$ cat config.mk
export PLATFORM = sky130hd
export DESIGN_NAME = afifo_reader
export DESIGN_NICKNAME = d
export VERILOG_FILES = /design/src/rtl/afifo_reader.sv
export SDC_FILE = /design/constraint.sdc
export NUM_CORES = 1
export LEC_CHECK = 0
export CORE_UTILIZATION = 44
export CTS_CLUSTER_DIAMETER = 150
export CTS_CLUSTER_SIZE = 20
export DETAILED_ROUTE_END_ITERATION = 10
export GPL_TIMING_DRIVEN = 0
export HOLD_SLACK_MARGIN = 0.05
export PLACE_DENSITY_LB_ADDON = 0.25
export SETUP_SLACK_MARGIN = 0.1
export SYNTH_ARGS = -nofsm -noshare
export SYNTH_HDL_FRONTEND = slang
export SYNTH_SLANG_ARGS = --single-unit
$ cat constraint.sdc
create_clock -name clk_i -period 2.4 [get_ports clk_i]
set_clock_uncertainty 0.1 [all_clocks]
set_input_delay 0.48 -clock clk_i [delete_from_list [all_inputs] [get_ports clk_i]]
set_output_delay 0.48 -clock clk_i [all_outputs]
set_load 0.01 [all_outputs]
$ cat src/rtl/afifo_reader.sv
// afifo_reader: read-clock-domain consumer for the afifo16 FIFO.
// Credit-based reads, 2-deep skid buffer, valid/ready out, frame + word count.
//
// Ports:
//   clk_i          read-domain clock (same as FIFO rd_clk_i)
//   reset_i        asynchronous active-high reset
//   enable_i       gate for new FIFO reads (buffered words still drain)
//   fifo_rd_en_o   FIFO read strobe
//   fifo_rd_data_i FIFO read data, valid the cycle after fifo_rd_en_o
//   fifo_empty_i   FIFO empty flag
//   m_valid_o      output word valid
//   m_ready_i      downstream accept
//   m_data_o       oldest buffered word
//   m_last_o       last word of a FRAME_LEN-word frame
//   count_o        words delivered, wraps modulo 2^CNT_BITS
module afifo_reader #(
  parameter int WIDTH     = 18,
  parameter int FRAME_LEN = 16,
  parameter int CNT_BITS  = 16
) (
  input  logic                clk_i,
  input  logic                reset_i,
  input  logic                enable_i,
  output logic                fifo_rd_en_o,
  input  logic [WIDTH-1:0]    fifo_rd_data_i,
  input  logic                fifo_empty_i,
  output logic                m_valid_o,
  input  logic                m_ready_i,
  output logic [WIDTH-1:0]    m_data_o,
  output logic                m_last_o,
  output logic [CNT_BITS-1:0] count_o
);

  localparam int FW = (FRAME_LEN > 1) ? $clog2(FRAME_LEN) : 1;
  localparam logic [FW-1:0] LAST_IDX = FW'(FRAME_LEN - 1);

  logic [WIDTH-1:0]    r_buf [2];
  logic                r_wr_ptr;
  logic                r_rd_ptr;
  logic [1:0]          r_occ;
  logic                r_inflight;
  logic [FW-1:0]       r_frame_cnt;
  logic [CNT_BITS-1:0] r_count;

  logic                w_valid;
  logic                w_pop;
  logic                w_push;
  logic                w_frame_end;
  logic [2:0]          w_credit_use;

  assign w_valid     = (r_occ != 2'd0);
  assign w_pop       = w_valid & m_ready_i;
  assign w_push      = r_inflight;
  assign w_frame_end = (r_frame_cnt == LAST_IDX);

  // Slots committed after this edge: buffered + in flight - leaving now.
  // A new read is only safe if that leaves room for its data.
  assign w_credit_use = {1'b0, r_occ}
                      + {2'b00, r_inflight}
                      - {2'b00, w_pop};

  // Gated by reset so the strobe drops as soon as reset asserts.
  assign fifo_rd_en_o = ~reset_i
                      & enable_i
                      & ~fifo_empty_i
                      & (w_credit_use < 3'd2);

  assign m_valid_o = w_valid;
  // Forced to zero when idle so reset clears it without the edge.
  assign m_data_o  = w_valid ? r_buf[r_rd_ptr] : '0;
  assign m_last_o  = w_valid & w_frame_end;
  assign count_o   = r_count;

  // Buffer storage carries no reset; only occupancy says what is live.
  always_ff @(posedge clk_i) begin
    if (w_push) begin
      r_buf[r_wr_ptr] <= fifo_rd_data_i;
    end
  end

  always_ff @(posedge clk_i or posedge reset_i) begin
    if (reset_i) begin
      r_wr_ptr   <= 1'b0;
      r_rd_ptr   <= 1'b0;
      r_occ      <= 2'd0;
      r_inflight <= 1'b0;
    end else begin
      r_inflight <= fifo_rd_en_o;
      if (w_push) begin
        r_wr_ptr <= ~r_wr_ptr;
      end
      if (w_pop) begin
        r_rd_ptr <= ~r_rd_ptr;
      end
      unique case ({w_push, w_pop})
        2'b10:   r_occ <= r_occ + 2'd1;
        2'b01:   r_occ <= r_occ - 2'd1;
        default: r_occ <= r_occ;
      endcase
    end
  end

  always_ff @(posedge clk_i or posedge reset_i) begin
    if (reset_i) begin
      r_frame_cnt <= '0;
      r_count     <= '0;
    end else if (w_pop) begin
      r_count <= r_count + CNT_BITS'(1);
      if (w_frame_end) begin
        r_frame_cnt <= '0;
      end else begin
        r_frame_cnt <= r_frame_cnt + FW'(1);
      end
    end
  end

endmodule

# After elaboration in Yosys (flattened, before gate mapping)
# Memories as Yosys holds them, arrays and structs flattened.
# Cells that the tools add are included.
dict set report op_classes {
  n_addsub 6
  order_cmp 1
  eq_ne 3
  muxes 5
  bitwise_logic 9
  reduce_logical 2
}
# cell n
set ops {}
lappend ops {{18-bit 2-to-1 mux} 1}
lappend ops {{16-bit by 1-bit adder with 16-bit output, second input constant} 1}
lappend ops {{1-bit AND} 5}
lappend ops {{4-bit by 1-bit adder with 4-bit output, second input constant} 1}
lappend ops {{4-bit == test, second input constant} 1}
lappend ops {{4-bit 2-to-1 mux} 1}
lappend ops {{1-bit NOT} 4}
lappend ops {{2-bit one-hot mux with 2 select lines} 1}
lappend ops {{2-bit nonzero test} 2}
lappend ops {{2-bit by 1-bit adder with 3-bit output} 1}
lappend ops {{3-bit by 2-bit < comparator with 1-bit output, second input constant} 1}
lappend ops {{3-bit by 1-bit subtractor with 3-bit output} 1}
lappend ops {{2-bit by 1-bit adder with 2-bit output, second input constant} 1}
lappend ops {{2-bit by 1-bit == test with 1-bit output, second input constant} 1}
lappend ops {{2-bit == test, second input constant} 1}
lappend ops {{1-bit 2-to-1 mux} 2}
lappend ops {{2-bit by 1-bit subtractor with 2-bit output, second input constant} 1}
dict set report word_totals {
  register_bits 25
  mem_bits_rw 36
  in_bits 23
  out_inout_bits 37
  wordCells 33
  mem_count 1
}
# memory words width read_ports rd_clocked_by_memory_dff write_ports line_no
set memory_table {}
lappend memory_table {r_buf 2 18 1 0 1 37} ;# logic [WIDTH-1:0] r_buf [2];

# Logic depth before layout (Yosys ltp)
dict set report depth {
  ltp_word 5
  ltp_mapped 6
  mapped_depth_nobuf 5
}

# Worst setup path before layout
# No wires, ideal clock.
dict set report synth_path {
  path_type {register to output}
  from {register r_occ[1]}
  to {output port fifo_rd_en_o}
  t_arrival_ns 1.988
  t_required_ns 1.820
  setup_slack_ns -0.168
  path_stages_with_launch 7
  cell_sequence {dfrtp_1 > buf_4 > o21ai_1 > nor2_1 > fa_1 > nand2_1 > nor4_1}
}
dict set report synth_between {
  elab_chain_len 5
}
# item line_no
set synth_lines {}
lappend synth_lines {{start: declaration} 40} ;# logic [1:0] r_occ;
lappend synth_lines {{start signal: assignment} 96} ;# 2'b10: r_occ <= r_occ + 2'd1;
lappend synth_lines {{start signal: assignment} 97} ;# 2'b01: r_occ <= r_occ - 2'd1;
lappend synth_lines {{start signal: assignment} 98} ;# default: r_occ <= r_occ;
lappend synth_lines {{parallel branches: the longest is 2 deep, another holds 2-bit by 1-bit adder with 3-bit output} --}
lappend synth_lines {{3-bit by 1-bit subtractor with 3-bit output (*)} 60} ;# - {2'b00, w_pop};
lappend synth_lines {{3-bit by 2-bit < comparator with 1-bit output (*)} 66} ;# & (w_credit_use < 3'd2);
lappend synth_lines {{1-bit AND (*)} 66}
lappend synth_lines {{end: declaration} 24} ;# output logic fifo_rd_en_o,
# Every way passes the cells marked *.

# Worst setup path after layout
# Same ends and word-level chain as after synthesis.

==> metrics.sh <==
OUTCOME='finished with violations'
VIOLATIONS_IN_THE_FINAL_REPORTS='negative setup slack'
GRT_PASS1_VIAS=1657
SYNTH_TOP_FAMILY_BY_AREA='simple AND/OR/NAND/NOR gates'
R2R_SETUP_SLACK_NS=0.57
CELL_AT_THE_ROOT_OF_THE_CLOCK_TREE='clkbuf_8'
TIMING.FMAX_MHz=382
DETAILEDROUTE.FIRSTITERATIONVIOLATIONS=63
WORSTREGTOREGCELLS=7
REPORT.FINAL.SLEW_VIOL_COUNT=0
SLOWEST_STAGE='fa_2'
YS_SEQ_ELEMENTS=61
SYNTH-ADDER-AREA-SHARE=0.0176
POST_SYNTH_INST_COUNT=187
SYNTH-EDFF-COUNT=36
ANTENNA_FOUND_INITIAL=0
TIMING.HOLD.WORST_PATH_DEPTH=1
AVGVIACOUNTPERCELL=5.06
SYNTHDISTINCTLIBCELLS=29
SYNTH_LARGEST_AREA_CELL='edfxtp_1'
CTS_MAX_LEVEL=3
POST-DP-HPWL_UM=3050
POST-PLACE-WS_NS=-1.02
SYNTH.NET_COUNT=213
SYN-MEAN-INSTANCE-AREA_UM2=13.7
SYNTH_TOP_AREA_FRAC=0.421
CRITICAL_PATH_REQUIRED_NS=1.82
DESIGN.FINAL.NETS=289
YOSYS-TOP-CELLS-AREA='edfxtp_1 (42%), dfrtp_1 (24%), mux2i_1 (7.0%)'
GRT_SETUP_UNREPAIRED='true'
COUNT_OF_VIAS_PLACED_BY_THE_DETAILED_ROUTER=1716
NUM-FILL-CELLS=455
WORST_PIN_SLEW_NS=0.992
CTS_MAX_PATH_BUFFERS=2
WORST-SETUP-PATH-TYPE='reg -> out'
DRIVE_GT1_FRAC=0.161
SYNTHARSTFLOPSHARE=0.410
YOSYS.AREA_SHARE.XOR_XNOR=0.0717
SYNTH_MUX_AREA_FRAC=0.0702
SYNTH_SIMPLE_GATE_AREA_FRAC=0.130
HOLD-PATH-ENDPOINT='count_o[15]'
TIMING.CRITICAL_PATH.CELLS='buf_6 -> o21ai_4 -> nor2_2 -> fa_2 -> xor2_2 -> nor4_4 -> buf_2'
FINALNONFILLERCELLS=339
ANTENNA_LEFT=0
DETAILEDROUTE.FIRSTPASSITERATIONCOUNT=4
TERMINUS_OF_THE_CRITICAL_FLOP_TO_FLOP_PATH='r_inflight'
DIEHEIGHT_UM=78.4
SYNTH-SEQ-AREA-SHARE=0.665
TIMING.MAX_CAP.VIOLATIONS=0
MULTI_INPUT_AREA_UM2=860
ROW_COUNT=27
CLKTRANSATPATHREGS_NS=0.06
GRT_OVERFLOW_TOTAL=0
POST-ROUTE-WORST-SETUP-SLACK_NS=-0.217
IR_DROP_mV=0.522
DIE_AREA_UM2=6140
YS_WARN_COUNT=0
HOLD_CLASS='reg -> reg'
IOPINCOUNT=60
HOLD-WORST-SLACK_NS=0.382
WIRE_PER_INST_UM=14.0
R2R-START='r_occ[1]'
MIN_PERIOD_OVER_PERIOD=1.09
AREAGROWTHSYNTHTOFINISH_PCT=37.7
SYNTH_AREA_UM2=2570
REPORT.FINAL.HOLD_VIOL_COUNT=0
YS_DOMINANT_REG_CELL='edfxtp_1'
CLOCK_TREE_FROM_TRITONCTS='done'
FINALSETUPVIOLCOUNT=1
WORSTSKEWPAIRLATENCY_NS=0.33
POWER.LEAKAGE_nW=1.52
MIN_FROM='count_o[15]'
N_ANTENNA_CELL=0
SETUP.WORST_PATH.START='r_occ[1]'
SYNTH_COMPOUND_GATE_AREA_SHARE=0.0268
DP.CELLS=318
REMAINING_DRC_ERRORS=0
GROUTE.USAGE.OVERALL=0.168
SETUP.WORST_PATH.END_CLASS='output pin'
WORST_EP_ARRIVAL_TIME_NS=2.04
LARGEST_NET_DEGREE_AT_THE_START_OF_GLOBAL_ROUTING=26
P_PER_AREA_nW_PER_UM2=984
GLOBAL_ROUTE_WIRE_LENGTH_BEFORE_REPAIR_UM=7580
FINAL.MIN_CLOCK_PERIOD_NS=2.62
TIMING.CRITICAL_PATH.SLOWEST_CELL_DELAY_NS=0.40
CRIT_PATH_START_KIND='flop'
PLACEABLECOREAREA_UM2=5570
ROUTED_WIRELENGTH_UM=4750
IO_BUFFER_COUNT=59
DIE_WIDTH_UM=78.4
AREA_TAKEN_BY_FLIP_FLOPS_AND_LATCHES_UM2=1710
DESIGN_POWER_TOTAL_W=0.00348
RELSLEWSLACK=0.338
GP_CONGESTION=0.718
CTS_BUF_COUNT=9
CTS_SINKS=61
PATH_MAX_FANOUT=2
INITIAL_UTILIZATION=0.460
[cell families after synthesis]
| group | after synthesis |
|---|---|
| AND/OR/NAND/NOR | 64 |
| flip-flops | 61 |
| XOR/XNOR | 21 |
| multiplexers | 18 |
| AO/OA/AOI/OAI | 10 |
| buffers and inverters | 10 |
| adder cells (fa/ha/maj) | 3 |
[sequential cells by signal, summed over array words and instances, names as in the netlist]
name and cells:
count_o 16, r_buf 36, r_frame_cnt 4, r_inflight 1, r_occ 2, r_rd_ptr 1, r_wr_ptr 1
[placed cells by master, fill, tap and decap left out, types with 2 or more instances in the layout]
master	count
a21oi_1	2
and3_1	3
buf_2	2
buf_4	6
buf_6	4
clkbuf_8	11
clkdlybuf4s50_1	37
clkinv_1	2
clkinv_2	2
dfrtp_1	25
dlygate4sd2_1	20
edfxtp_1	36
ha_1	2
inv_1	2
mux2i_1	18
nand2_1	15
nand3_1	6
nand4_1	4
nor2_1	22
nor2_2	2
nor2b_2	2
nor3_2	2
nor4_4	3
o21ai_0	4
xnor2_1	11
xor2_1	9
[Yosys cell counts, drive strengths merged, types with 3 or more instances]
cell    number
buf          5
nand4        4
mux2i       18
clkbuf       3
and3         3
nor2        24
xor2        10
xnor2       11
o21ai        6
nand2       16
nor4         3
edfxtp      36
nand3        6
dfrtp       25
[final cells by class]
class	instances	area share
buffer	8	0.0241
clock buffer	9	0.0350
clock inverter	6	0.0156
inverter	2	0.00212
multi-input combinational	116	0.243
sequential	61	0.483
tap	72	0.0255
timing repair buffer	65	0.172
[worst max path at each step]
stage / end / slack, ns / cells past startpoint
detailed placement: fifo_rd_en_o / -1.02 / 7
floorplan: fifo_rd_en_o / 0.11 / 6
finish: fifo_rd_en_o / -0.22 / 7
global route: fifo_rd_en_o / -0.33 / 7
CTS: fifo_rd_en_o / -0.22 / 7
global placement: fifo_rd_en_o / -0.96 / 7
[routing by layer]
layer,vias up,share of wire,GRT usage
met3,10,0.063,0.0616
met2,53,0.48,0.268
met5,-,0,0
met4,0,0.020,0.0815
met1,851,0.44,0.201
li1,802,-,-
[worst max-delay path, delay by kind of cell, from the launching register on]
kind                       cells  cell delay [ns]
AOI/OAI and AO/OA              1             0.17
buffers and inverters          2             0.30
DFF                            1             0.39
xor gates and xnor gates       1             0.17
and+or+nand+nor                2             0.28
adders and majority gates      1             0.40
[report_power, final]
part | internal, W | switching, W
Sequential | 0.00127 | 0.000125
Combinational | 0.000631 | 0.000622
Clock | 0.000462 | 0.000366
[stage by stage]
step | utilization | setup TNS, ns | area, um2
2_1_floorplan | - | 0 | 2580
3_5_place_dp | 0.586 | -1.09 | 3270
6_report | 0.634 | -0.217 | 3530
5_1_grt | 0.634 | -0.329 | 3530
3_3_place_gp | 0.586 | -1.07 | 3270
4_1_cts | 0.633 | -0.223 | 3530
[repair_timing]
item / CTS / global route
buffers inserted: 6 / 0
hold buffers: 0 / 0
endpoints found under the setup margin: 21 / 1
gates resized for setup: 47 / 2
pin swaps: 3 / 0
(Power assumes the default switching activity.)
